`src/rtl/cpu_mem_pkg.sv`:
```
// Shared encodings for the CPU memory responder: FSM states, access sizes
// and requester identifiers.
package cpu_mem_pkg;

  typedef enum logic [2:0] {
    ST_IDLE  = 3'd0,
    ST_ISSUE = 3'd1,
    ST_WAIT  = 3'd2,
    ST_RESP  = 3'd3,
    ST_GAP   = 3'd4
  } state_e;

  localparam logic [1:0] SZ_B  = 2'd0;
  localparam logic [1:0] SZ_HW = 2'd1;
  localparam logic [1:0] SZ_W  = 2'd2;

  localparam logic [1:0] SRC_I  = 2'd0;
  localparam logic [1:0] SRC_DR = 2'd1;
  localparam logic [1:0] SRC_DW = 2'd2;

  // Word wins when both size strobes are set.
  function automatic logic [1:0] size_code(input logic w, input logic hw);
    logic [1:0] code;
    if (w) begin
      code = SZ_W;
    end else if (hw) begin
      code = SZ_HW;
    end else begin
      code = SZ_B;
    end
    return code;
  endfunction

endpackage

```
`src/rtl/mem_lane_align.sv`:
```
// Byte-lane steering between right-justified CPU data and the 32-bit SRAM word,
// for both the write (mask + replication) and read (extraction) directions.
module mem_lane_align (
  input  logic [1:0]  size,
  input  logic [1:0]  adr_lo,
  input  logic [31:0] wdata,
  input  logic [31:0] rdata,
  output logic [3:0]  we,
  output logic [31:0] wdata_pos,
  output logic [31:0] rdata_ext
);
  import cpu_mem_pkg::*;

  // Write lane mask and replicated store data for the requested size.
  always_comb begin
    we        = 4'b0000;
    wdata_pos = 32'd0;
    case (size)
      SZ_W: begin
        we        = 4'b1111;
        wdata_pos = wdata;
      end
      SZ_HW: begin
        we        = adr_lo[1] ? 4'b1100 : 4'b0011;
        wdata_pos = {2{wdata[15:0]}};
      end
      SZ_B: begin
        we        = 4'b0001 << adr_lo;
        wdata_pos = {4{wdata[7:0]}};
      end
      default: begin
        we        = 4'b0000;
        wdata_pos = 32'd0;
      end
    endcase
  end

  // Selected read lane moved down to bit 0, upper bits zero.
  always_comb begin
    rdata_ext = 32'd0;
    case (size)
      SZ_W: begin
        rdata_ext = rdata;
      end
      SZ_HW: begin
        if (adr_lo[1]) begin
          rdata_ext = {16'd0, rdata[31:16]};
        end else begin
          rdata_ext = {16'd0, rdata[15:0]};
        end
      end
      SZ_B: begin
        rdata_ext = {24'd0, rdata[{adr_lo, 3'b000} +: 8]};
      end
      default: begin
        rdata_ext = 32'd0;
      end
    endcase
  end

endmodule

```
`src/rtl/cpu_mem_responder.sv`:
```
// Memory-side responder: arbitrates instruction-read, data-read and data-write
// requests and serves them one at a time from a single-port byte-writable SRAM.
module cpu_mem_responder #(
  parameter int MEM_ADR_W = 14,
  parameter int RD_LAT    = 1
) (
  input  logic                 clk,
  input  logic                 rst_n,
  input  logic                 i_read_req,
  input  logic                 i_read_w,
  input  logic                 i_read_hw,
  input  logic [31:0]          i_read_adr,
  input  logic                 d_read_req,
  input  logic                 d_read_w,
  input  logic                 d_read_hw,
  input  logic [31:0]          d_read_adr,
  input  logic                 d_write_req,
  input  logic                 d_write_w,
  input  logic                 d_write_hw,
  input  logic [31:0]          d_write_adr,
  input  logic [31:0]          d_write_data,
  output logic                 read_valid,
  output logic [31:0]          read_data,
  output logic                 write_finish,
  output logic                 mem_err,
  output logic                 mem_en,
  output logic [3:0]           mem_we,
  output logic [MEM_ADR_W-1:0] mem_adr,
  output logic [31:0]          mem_wdata,
  input  logic [31:0]          mem_rdata
);
  import cpu_mem_pkg::*;

  localparam logic [1:0] RD_LAT_C = 2'(RD_LAT);

  state_e               state_r;
  logic [1:0]           wait_cnt_r;
  logic [1:0]           src_r;
  logic [1:0]           size_r;
  logic [1:0]           adr_lo_r;
  logic                 oor_r;
  logic                 read_valid_r;
  logic [31:0]          read_data_r;
  logic                 write_finish_r;
  logic                 mem_err_r;
  logic                 mem_en_r;
  logic [3:0]           mem_we_r;
  logic [MEM_ADR_W-1:0] mem_adr_r;
  logic [31:0]          mem_wdata_r;

  logic                 sel_valid_s;
  logic [1:0]           sel_src_s;
  logic                 sel_w_s;
  logic                 sel_hw_s;
  logic [31:0]          sel_adr_s;
  logic [1:0]           sel_size_s;
  logic                 sel_oor_s;
  logic [1:0]           al_size_s;
  logic [1:0]           al_adr_s;
  logic [3:0]           al_we_s;
  logic [31:0]          al_wdata_s;
  logic [31:0]          al_rdata_s;

  // Fixed-priority pick among the held requests: write, then data read, then fetch.
  always_comb begin
    sel_valid_s = 1'b0;
    sel_src_s   = SRC_I;
    sel_w_s     = 1'b0;
    sel_hw_s    = 1'b0;
    sel_adr_s   = 32'd0;
    if (d_write_req) begin
      sel_valid_s = 1'b1;
      sel_src_s   = SRC_DW;
      sel_w_s     = d_write_w;
      sel_hw_s    = d_write_hw;
      sel_adr_s   = d_write_adr;
    end else if (d_read_req) begin
      sel_valid_s = 1'b1;
      sel_src_s   = SRC_DR;
      sel_w_s     = d_read_w;
      sel_hw_s    = d_read_hw;
      sel_adr_s   = d_read_adr;
    end else if (i_read_req) begin
      sel_valid_s = 1'b1;
      sel_src_s   = SRC_I;
      sel_w_s     = i_read_w;
      sel_hw_s    = i_read_hw;
      sel_adr_s   = i_read_adr;
    end else begin
      sel_valid_s = 1'b0;
    end
  end

  assign sel_size_s = size_code(sel_w_s, sel_hw_s);
  assign sel_oor_s  = (sel_adr_s >> (MEM_ADR_W + 2)) != 32'd0;

  // The aligner sees the incoming request while idle (to prepare the write
  // lanes for ISSUE) and the latched request afterwards (for read extraction).
  always_comb begin
    if (state_r == ST_IDLE) begin
      al_size_s = sel_size_s;
      al_adr_s  = sel_adr_s[1:0];
    end else begin
      al_size_s = size_r;
      al_adr_s  = adr_lo_r;
    end
  end

  mem_lane_align u_align (
    .size      (al_size_s),
    .adr_lo    (al_adr_s),
    .wdata     (d_write_data),
    .rdata     (mem_rdata),
    .we        (al_we_s),
    .wdata_pos (al_wdata_s),
    .rdata_ext (al_rdata_s)
  );

  // Transaction sequencer with all interface outputs registered.
  always_ff @(posedge clk or negedge rst_n) begin
    if (!rst_n) begin
      state_r        <= ST_IDLE;
      wait_cnt_r     <= 2'd0;
      src_r          <= SRC_I;
      size_r         <= SZ_B;
      adr_lo_r       <= 2'd0;
      oor_r          <= 1'b0;
      read_valid_r   <= 1'b0;
      read_data_r    <= 32'd0;
      write_finish_r <= 1'b0;
      mem_err_r      <= 1'b0;
      mem_en_r       <= 1'b0;
      mem_we_r       <= 4'b0000;
      mem_adr_r      <= '0;
      mem_wdata_r    <= 32'd0;
    end else begin
      case (state_r)
        ST_IDLE: begin
          if (sel_valid_s) begin
            src_r     <= sel_src_s;
            size_r    <= sel_size_s;
            adr_lo_r  <= sel_adr_s[1:0];
            oor_r     <= sel_oor_s;
            mem_adr_r <= sel_adr_s[MEM_ADR_W+1:2];
            mem_en_r  <= !sel_oor_s;
            mem_we_r  <= (sel_src_s == SRC_DW && !sel_oor_s) ? al_we_s : 4'b0000;
            if (sel_src_s == SRC_DW) begin
              mem_wdata_r <= al_wdata_s;
            end
            state_r   <= ST_ISSUE;
          end
        end
        ST_ISSUE: begin
          mem_en_r <= 1'b0;
          mem_we_r <= 4'b0000;
          if (oor_r) begin
            mem_err_r <= 1'b1;
            if (src_r == SRC_DW) begin
              write_finish_r <= 1'b1;
            end else begin
              read_valid_r <= 1'b1;
              read_data_r  <= 32'd0;
            end
            state_r <= ST_RESP;
          end else if (src_r == SRC_DW) begin
            write_finish_r <= 1'b1;
            state_r        <= ST_RESP;
          end else begin
            wait_cnt_r <= RD_LAT_C;
            state_r    <= ST_WAIT;
          end
        end
        ST_WAIT: begin
          if (wait_cnt_r == 2'd1) begin
            read_data_r  <= al_rdata_s;
            read_valid_r <= 1'b1;
            wait_cnt_r   <= 2'd0;
            state_r      <= ST_RESP;
          end else begin
            wait_cnt_r <= wait_cnt_r - 2'd1;
          end
        end
        ST_RESP: begin
          read_valid_r   <= 1'b0;
          write_finish_r <= 1'b0;
          mem_err_r      <= 1'b0;
          state_r        <= ST_GAP;
        end
        // Requests are still high here; the CPU drops them one cycle after the pulse.
        ST_GAP: begin
          state_r <= ST_IDLE;
        end
        default: begin
          read_valid_r   <= 1'b0;
          write_finish_r <= 1'b0;
          mem_err_r      <= 1'b0;
          mem_en_r       <= 1'b0;
          mem_we_r       <= 4'b0000;
          state_r        <= ST_IDLE;
        end
      endcase
    end
  end

  assign read_valid   = read_valid_r;
  assign read_data    = read_data_r;
  assign write_finish = write_finish_r;
  assign mem_err      = mem_err_r;
  assign mem_en       = mem_en_r;
  assign mem_we       = mem_we_r;
  assign mem_adr      = mem_adr_r;
  assign mem_wdata    = mem_wdata_r;

endmodule

```
`config.mk`:
```
export PLATFORM = sky130hd
export DESIGN_NAME = cpu_mem_responder
export DESIGN_NICKNAME = d
export VERILOG_FILES = /design/src/rtl/cpu_mem_pkg.sv /design/src/rtl/mem_lane_align.sv /design/src/rtl/cpu_mem_responder.sv
export SDC_FILE = /design/constraint.sdc
export NUM_CORES = 1
export LEC_CHECK = 0
export BUFFER_PORTS_ARGS = -buffer_cell sky130_fd_sc_hd__buf_2
export CELL_PAD_IN_SITES_DETAIL_PLACEMENT = 0
export CELL_PAD_IN_SITES_GLOBAL_PLACEMENT = 2
export CORE_MARGIN = 5
export CORE_UTILIZATION = 23
export DETAILED_ROUTE_END_ITERATION = 8
export GPL_ROUTABILITY_DRIVEN = 0
export PLACE_DENSITY_LB_ADDON = 0.1
export SYNTH_ARGS = -nofsm -noshare
export SYNTH_HDL_FRONTEND = slang
export SYNTH_SLANG_ARGS = --single-unit
```
`constraint.sdc`:
```
create_clock -name clk -period 2 [get_ports clk]
set_clock_uncertainty 0.05 [all_clocks]
set_input_delay 0.4 -clock clk [delete_from_list [all_inputs] [get_ports clk]]
set_output_delay 0.4 -clock clk [all_outputs]
set_load 0.02 [all_outputs]
```
==> results of run 1 <==
## state kept, by name, indices dropped and copies added (netlist names)
| signal | cells |
|---|---|
| adr_lo_r | 2 |
| mem_adr | 14 |
| mem_en | 1 |
| mem_err | 1 |
| mem_wdata | 32 |
| mem_we | 4 |
| oor_r | 1 |
| read_data | 32 |
| read_valid | 1 |
| size_r | 2 |
| src_r | 2 |
| state_r | 3 |
| wait_cnt_r | 2 |
| write_finish | 1 |
## cell usage after synthesis (2+ instances only)
cell type / count
a32oi_1: 2
nand3b_1: 7
nor4_1: 12
o211ai_1: 3
mux2_2: 13
o2bb2ai_1: 5
a22oi_1: 43
nor2b_1: 6
a21o_1: 3
nand2b_1: 4
a32o_1: 2
and2_1: 3
o22ai_1: 8
mux2i_1: 11
a211o_1: 2
o32ai_1: 2
a2bb2oi_1: 12
o21ai_0: 22
buf_1: 4
nand3_1: 14
o21ai_1: 5
a22o_1: 16
buf_4: 4
clkbuf_1: 23
buf_6: 2
nand2_1: 46
dfrtp_1: 98
a21oi_1: 59
or4_1: 3
nor4bb_1: 2
inv_1: 5
or3_1: 2
o221ai_1: 5
a222oi_1: 2
buf_2: 8
nor3_1: 4
nand2_2: 2
nor2_1: 57
## routing by layer
| metal | part of all wire (%) | vias to the layer above | wire length, um | GRT usage [%] |
|---|---|---|---|---|
| li1 | - | 2689 | - | - |
| met1 | 41 | 2714 | 8780 | 20.2 |
| met2 | 50 | 174 | 10700 | 28.4 |
| met3 | 7.1 | 33 | 1510 | 5.36 |
| met4 | 1.7 | 6 | 353 | 3.99 |
| met5 | 0.16 | - | 34 | 0 |
## layout by cell type, fill, tap and decap left out, types with 13 or more instances in the layout
| cell | count |
|---|---|
| o21ai_0 | 22 |
| buf_2 | 255 |
| a22oi_1 | 17 |
| nand2_1 | 44 |
| a22o_1 | 16 |
| buf_6 | 22 |
| dfrtp_1 | 98 |
| a22oi_2 | 26 |
| mux2_2 | 13 |
| a21oi_1 | 53 |
| buf_4 | 71 |
| nor2_1 | 55 |
## kinds of logic (layout without fill, tap and decap cells)
group	Yosys count	count (layout)	synth area share (%)
compound gates	204	204	27.2
xor+xnor	1	1	0.171
fa+ha+maj	1	1	0.244
buf+inv	46	379	4.14
flops	98	98	47.8
mux	24	24	5.00
other cells	0	2	0
simple gates	168	168	15.5
## worst min path at each step
stage	startpoint	to	slack, ps	cells after the start
after CTS	mem_rdata[11]	read_data[11]	220	3
after detailed placement	rst_n	mem_adr[13]	370	1
after floorplan	rst_n	adr_lo_r[0]	50	0
after global routing	mem_rdata[14]	read_data[14]	230	3
after global placement	rst_n	mem_adr[13]	360	1
final	mem_rdata[14]	read_data[14]	240	3
## tightest hold or removal path, stage by stage
cell	delay (ps)
buf_2	110
nand3_2	50
nand2_1	40
## power groups by stage
stage                     registers, mW  logic (mW)  clock network [mW]
after floorplan                    4.02        3.58                   0
after global placement             3.29        7.22                   0
after detailed placement           3.31        7.30                   0
after CTS                          3.30        8.00                2.16
after global routing               3.41        9.32                2.22
final                              3.30        8.56                2.08
## final cells by class
cell class	count	area, sq um	share of cell area, %
Antenna cell	2	5.00	0.0601
Clock buffer	11	243	2.92
Clock inverter	5	108	1.29
Inverter	5	18.8	0.226
Multi-Input combinational cell	398	2910	34.9
Sequential cell	98	2450	29.5
Tap cell	280	350	4.21
Timing Repair Buffer	358	2240	26.9
## timing repair
action,4_1_cts,5_1_grt
setup endpoints to repair,60,61
buffers inserted,13,12
gates resized for setup,50,44
gates cloned,1,0
endpoints found under the hold margin,18,0
pin swaps,33,28
hold buffers,1,0
==> reports/results.ini, run 1 <==
[cts]
cts_tree=built
cts_root_buffer=clkbuf_16
htree_levels=3
path_clk_slew_ps=80
clockBufferDepth=2
cts_buffers=9
cts.sinks=98
clk_latency_ps=350

[power_and_ir_drop]
ir_drop_mv=0.604
sw_frac_of_total_pct=42.0
power_switching_mw=5.86
p_seq_share_pct=23.6
power_frac_comb_pct=61.4
p_leak_nw=3.97
power_mw=13.9
p_per_area_nw_per_um2=1680
p_int_mw=8.08
power.share.clock_pct=15.0

[layout]
post-route-cell-area_sq_um=8320
final_cell_count_no_fill=1157
area_delta_synth_final_pct=62.1
drive_gt1_share_pct=53.8
n_fill_cell=2292
nets=1042
utilization_pct=38.0

[grt]
antenna_found_initial=4
gr-total-overflow=0
first_global_vias=6231
grt_start_max_net_pins=35
grt_pass1_wl_mm=34.3
grt_util_all_layers_pct=16.6

[floorplanning]
ioPinCount=257
die_w_um=159
dieArea_sq_um=25400
die_height_um=159
coreArea_sq_um=21900
rows=54
start_util_pct=23.5

[synth]
syn-num-nets=714
synth-seq-cells=98
synth_area_sq_um=5130
synth_largest_area_cell=dfrtp_1
synth-main-ff-cell=dfrtp_1
yosysTopAreaCellShare_pct=47.8
synth_edf_count=0
synthTopCellsByArea=dfrtp_1, a22oi_1, a21oi_1
synth_async_sr_flop_share_pct=100
yosysWarnings=0
avgSynthCellArea_sq_um=9.47
ys_types=59
ys_seq_area_share_pct=47.8
synthCells=542

[critical_path]
cp-startpoint=state_r[1]
crit_path_max_incr_delay_ps=430
cp.depth=8
critical_path.startpoint_type=register
crit_type=register to register
critical-path-top-delay-family=compound AO/OA/AOI/OAI gates
r2r_setup_slack_ps=-170
rr_startpoint=state_r[1]
path_cells=or3_4 > buf_6 > a211o_1 > nand2_4 > buf_12 > mux2i_2 > a2bb2oi_2 > a21oi_1
arrival_ps=2350
endpoint=mem_wdata[29]
rr_endpoint=mem_wdata[29]
end_kind=register
crit_buf_inv=2
slowest_stage=or3_4
reg2reg_depth=8
required_ps=2190
worstPathMaxFanout=7

[sta]
fin_setup_tns_ps=-4630
finalCritPeriodShare_pct=108
worst_pin_slew_ps=582
setup_viol=52
hold_viol_final=0
min_period_ps=2170
whs_ps=239
fmaxAchievable_mhz=462
maxSlewViolCount=0
worst_slack_ps=-166
relSlewSlack_pct=61.0
grt_setup_unrepaired=yes

[route]
drt_iter0_markers=222
wirelength_mm=21.4
drc_errors=0
viasPerCell=4.85
vias=5616
routedWlPerCell_um=18.5
dr.pass1.iters=4
ant_nets=0

[worst_hold_path]
hold_path_class=input pin to register

[run_status]
status=finished, violations left
violations=setup timing

[placed_design]
placedCellCount=1116
dpl.hpwl_mm=17.0
port_buffers=256
placed_area_sq_um=7370
dp_slack_ps=-383

[flow_run]
cap_violations=0

Note: power is estimated with default switching activity, not from simulation.
==> inputs of run 2 (changes only) <==
ABC_AREA = 1   (was default)
CORE_UTILIZATION = 22   (was 23)
==> reports/results.ini, run 2 <==
[placed_design]
placedCellCount=1405  ; +26%
dpl.hpwl_mm=18.0  ; +6.4%
port_buffers=256  ; unchanged

[floorplanning]
dieArea_sq_um=28800  ; +13%
ioPinCount=257  ; unchanged
die_w_um=170  ; +6.5%
coreArea_sq_um=25200  ; +15%
start_util_pct=22.3  ; -1.1 points
rows=58  ; +7.4%
die_height_um=170  ; +6.5%

[synth]
synth_async_sr_flop_share_pct=100  ; unchanged
yosysWarnings=0  ; unchanged
ys_seq_area_share_pct=43.6  ; -4.1 points
synth.most_common_cell=nand2_1
synth_largest_area_cell=dfrtp_1
synthCells=798  ; +47%
yosysTopAreaCellShare_pct=43.6  ; -4.1 points
synthTopCellsByArea=dfrtp_1, nand2_1, nand3_1
ys_types=30  ; -49%
synth-seq-cells=98  ; unchanged
synth_edf_count=0  ; unchanged
avgSynthCellArea_sq_um=7.04  ; -26%
synth-main-ff-cell=dfrtp_1
synth_commonest_cells=nand2_1, nand3_1, dfrtp_1, inv_1, nor2_1
syn-num-nets=970  ; +36%
synth_area_sq_um=5620  ; +9.5%

[power_and_ir_drop]
p_leak_nw=4.54  ; +14%
p_per_area_nw_per_um2=1530  ; -8.4%
ir_drop_mv=0.581  ; -3.8%

[route]
routedWlPerCell_um=16.4  ; -11%
dr.pass1.iters=4  ; unchanged
wirelength_mm=23.4  ; +9.5%
vias=6201  ; +10%
drt_iter0_markers=323  ; +45%
ant_nets=0  ; unchanged
drc_errors=0  ; unchanged
viasPerCell=4.35  ; -10%

[critical_path]
end_kind=register
crit_type=register to register
arrival_ps=2080  ; -270 ps
r2r_setup_slack_ps=100  ; +270 ps
required_ps=2190  ; about the same
worstPathMaxFanout=12  ; +5
reg2reg_depth=13  ; +5
cp-startpoint=state_r[1]
critical_path.startpoint_type=register
rr_startpoint=state_r[1]
rr_endpoint=read_data[2]

[cts]
htree_levels=3  ; unchanged
cts_tree=built
cts_root_buffer=clkbuf_16
clockBufferDepth=2  ; unchanged
cts.sinks=98  ; unchanged
path_clk_slew_ps=90  ; about the same
cts_buffers=9  ; unchanged
clk_latency_ps=350  ; about the same

[layout]
area_delta_synth_final_pct=45.7
drive_gt1_share_pct=33.1  ; -21 points
nets=1263  ; +21%
final_common_cell=nand2_1
mostFrequentLayoutCells=nand2_1, buf_2, nand3_1
final_cell_count_no_fill=1427  ; +23%

[grt]
grt_util_all_layers_pct=15.8  ; -0.71 points
antenna_found_initial=5  ; +1
grt_pass1_wl_mm=36.2  ; +5.5%
first_global_vias=6460  ; +3.7%
grt_start_max_net_pins=41  ; +17%
gr-total-overflow=0  ; unchanged

[worst_hold_path]
whs_endpoint=mem_wdata[18]
hold_start=d_write_data[18]
holdPathStages=3  ; unchanged
hold_path_class=input pin to register

[sta]
worst_pin_slew_ps=708  ; +126 ps
hold_viol_final=0  ; unchanged
fmaxAchievable_mhz=528  ; +14%
finalCritPeriodShare_pct=94.8  ; -14 points
min_period_ps=1900  ; -270 ps
relSlewSlack_pct=52.5  ; -8.5 points
fin_setup_tns_ps=0  ; +4630 ps
setup_viol=0  ; -100%
maxSlewViolCount=0  ; unchanged

[run_status]
status=finished clean

[flow_run]
cap_violations=0  ; unchanged

[run 2: changes by cell type after synthesis, sizes merged, moves of 10 or more]
cell and change:
nand4 +13, a22o -16, mux2 -13, a2bb2oi -12
mux2i -11, nand3 +111, inv +55, clkbuf -10
a21oi -58, a22oi -43, a41oi +14, nand2 +305
nor2 -25
[run 2: logic make-up (layout without fill, tap and decap cells)]
group	after synthesis	in the layout	synth area share [%]
compound gates	55	55	6.48
fa+ha+maj	1	1	0.223
buf+inv	98	396	7.79
flops	98	98	43.6
other cells	0	1	0
simple gates	546	546	41.9
[run 2: what timing repair did]
item / 4_1_cts / 5_1_grt
endpoints found under the hold margin: 18 / 0
setup buffers: 0 / 3
endpoints found under the setup margin: 9 / 54
gates resized for setup: 1 / 11
pin swaps: 0 / 3
cloned: 0 / 1
hold buffers: 1 / 0
[run 2: area by class of cell]
class                           count  area, sq um
Antenna cell                        1         2.50
Clock buffer                        9          225
Clock inverter                      7         72.6
Fill cell                        2806        17000
Inverter                           61          240
Multi-Input combinational cell    602         2780
Sequential cell                    98         2450
Tap cell                          330          413
Timing Repair Buffer              319         2010
[run 2: per-layer routing]
metal / up-vias / wire [um] / global-route usage (%)
met3: 24 / 1790 / 5.57
li1: 3181 / - / -
met5: - / 69 / 0
met4: 10 / 254 / 3.36
met1: 2832 / 10400 / 20.4
met2: 154 / 10800 / 25.8
[run 2: metrics by stage]
step / total power, mW / setup slack, ps / instance area [sq um] / hold WS [ps] / util [%]
floorplan: 7.54 / 127 / 5620 / 54.4 / -
global placement: 10.6 / -56.4 / 7760 / 301 / 30.8
detailed placement: 10.6 / -80.1 / 7760 / 299 / 30.8
CTS: 12.5 / 92.6 / 8080 / 213 / 32.1
global route: 13.7 / -5.67 / 8190 / 240 / 32.5
finish: 12.6 / 105 / 8190 / 234 / 32.5
[run 2: worst max-delay path by stage]
stage | endpoint | slack (ps) | cells after the start
floorplan | read_data[4] | 130 | 15
global placement | mem_wdata[25] | -60 | 14
detailed placement | read_data[3] | -80 | 11
CTS | mem_we[2] | 90 | 13
global route | read_data[2] | -6 | 13
finish | read_data[2] | 100 | 13
[run 2: worst max-delay path, cell delays in order (launching register included)]
cell	delay (ps)
dfrtp_1	430
nor2_4	160
nand2_4	80
buf_4	180
nand2_1	70
nand2_2	80
inv_4	110
nor2_4	50
buf_4	150
clkbuf_16	170
nand2_1	60
nand3_1	80
nand2_1	70
nand2_1	50
[run 2: report_power, final]
group | switching, mW | internal (mW)
logic | 4.65 | 2.97
registers | 0.399 | 2.72
clock network | 0.929 | 0.887
==> inputs of run 3 (changes only) <==
MAX_ROUTING_LAYER = met4   (was default)
==> reports/results.ini, run 3 (same netlist as run 2, synthesis figures left out) <==
[sta]
maxSlewViolCount=0  ; unchanged
finalCritPeriodShare_pct=94.4  ; -0.32 points
worst_slack_ps=111  ; +6.41 ps
relSlewSlack_pct=54.3  ; +1.8 points
min_period_ps=1890  ; -6.41 ps
worst_pin_slew_ps=681  ; -26.7 ps
setup_viol=0  ; unchanged
fmaxAchievable_mhz=529  ; +0.34%
hold_viol_final=0  ; unchanged

[floorplanning]
die_w_um=170  ; unchanged
coreArea_sq_um=25200  ; unchanged
rows=58  ; unchanged
dieArea_sq_um=28800  ; unchanged
ioPinCount=257  ; unchanged
start_util_pct=22.3  ; unchanged
die_height_um=170  ; unchanged

[cts]
cts_buffers=9  ; unchanged
cts_tree=built
path_clk_slew_ps=90  ; about the same
cts_root_buffer=clkbuf_16
clockBufferDepth=2  ; unchanged
clk_latency_ps=350  ; about the same
htree_levels=3  ; unchanged
cts.sinks=98  ; unchanged

[layout]
utilization_pct=32.6  ; +0.040 points
nets=1263  ; unchanged
area_delta_synth_final_pct=45.9
final_cell_count_no_fill=1431  ; +0.28%
mostFrequentLayoutCells=nand2_1, buf_2, nand3_1
drive_gt1_share_pct=33.1  ; unchanged
n_fill_cell=2803  ; -0.11%
post-route-cell-area_sq_um=8200  ; +0.12%
final_common_cell=nand2_1

[grt]
gr-total-overflow=0  ; unchanged
grt_util_all_layers_pct=16.3  ; +0.46 points
antenna_found_initial=5  ; unchanged
first_global_vias=6466  ; +0.093%
grt_start_max_net_pins=41  ; unchanged
grt_pass1_wl_mm=36.1  ; -0.34%

[placed_design]
placedCellCount=1405  ; unchanged
dpl.hpwl_mm=18.0  ; unchanged
dp_slack_ps=-80.1  ; unchanged
placed_area_sq_um=7760  ; unchanged
port_buffers=256  ; unchanged

[critical_path]
end_kind=register
arrival_ps=2080  ; about the same
rr_startpoint=state_r[1]
cp-startpoint=state_r[1]
required_ps=2190  ; about the same
critical_path.startpoint_type=register
worstPathMaxFanout=12  ; unchanged
crit_type=register to register

[route]
drc_errors=0  ; unchanged
drt_iter0_markers=325  ; +0.62%
vias=6161  ; -0.65%
routedWlPerCell_um=16.3  ; -0.38%
dr.pass1.iters=4  ; unchanged
viasPerCell=4.31  ; -0.92%
ant_nets=0  ; unchanged
wirelength_mm=23.3  ; -0.10%

[worst_hold_path]
hold_path_class=input pin to register
hold_start=d_write_data[18]

[run_status]
status=finished clean

[flow_run]
cap_violations=0  ; unchanged

[power_and_ir_drop]
p_leak_nw=4.54  ; about the same
p_seq_share_pct=24.9  ; about the same
power_mw=12.5  ; -0.12%
p_int_mw=6.58  ; about the same
power.share.clock_pct=14.5  ; about the same
power_switching_mw=5.96  ; -0.25%
power_frac_comb_pct=60.7  ; about the same
sw_frac_of_total_pct=47.5  ; -0.062 points
ir_drop_mv=0.580  ; -0.22%
p_per_area_nw_per_um2=1530  ; -0.24%

[run 3: changes by cell type in the layout (fill, tap and decap cells not counted)]
cell,before,now
diode_2,1,5
[run 3: power groups by stage]
stage | Sequential, mW | Clock [mW] | Combinational, mW
2_1_floorplan | 3.90 | 0 | 3.63
3_3_place_gp | 3.16 | 0 | 7.48
3_5_place_dp | 3.14 | 0 | 7.46
4_1_cts | 3.13 | 1.91 | 7.48
5_1_grt | 3.22 | 1.95 | 8.48
6_report | 3.12 | 1.81 | 7.61
[run 3: per-layer routing]
layer | vias to the layer above | part of all wire (%) | GRT usage, %
li1 | 3184 | - | -
met1 | 2805 | 45 | 20.4
met2 | 158 | 46 | 26.0
met3 | 14 | 7.7 | 5.32
met4 | 0 | 1.0 | 3.36
met5 | - | 0 | -
[run 3: area by class of cell]
cell class / count / area [sq um] / area share (%)
well taps: 330 / 413 / 5.04
inverters: 61 / 240 / 2.93
clock buffers: 9 / 225 / 2.75
repair buffers: 319 / 2010 / 24.5
diodes: 5 / 12.5 / 0.153
clock inverters: 7 / 72.6 / 0.885
flip-flops and latches: 98 / 2450 / 29.9
multi-input cells: 602 / 2780 / 33.9
[run 3: timing repair]
item,4_1_cts,5_1_grt
hold buffers,1,0
pin swaps,0,3
endpoints found under the hold margin,18,0
buffers inserted,0,3
resized for setup,1,11
setup endpoints to repair,9,54
cloned,0,1
[run 3: critical path: stages (launching register included)]
cell and delay (ps):
dfrtp_1 430, nor2_4 150, nand2_4 80, buf_4 180, nand2_1 70, nand2_2 80
inv_4 110, nor2_4 50, buf_4 150, clkbuf_16 170, nand2_1 60, nand3_1 80
nand2_1 70, nand2_1 50
[run 3: through the flow]
stage / TNS, ps / hold WS (ps)
6_report: 0 / 234
2_1_floorplan: 0 / 54.4
3_3_place_gp: -1230 / 301
5_1_grt: -5.68 / 240
4_1_cts: 0 / 213
3_5_place_dp: -1960 / 299
[run 3: worst paths after layout]
check,slack [ps],endpoint,depth (start not counted)
worst max-delay path,110,read_data[2],13
worst min-delay path,230,mem_wdata[18],3
worst max register to register,110,read_data[2],13
worst min register to register,420,mem_wdata[7],2
max in group asynchronous,870,mem_wdata[9],3
min in group asynchronous,470,mem_adr[0],2
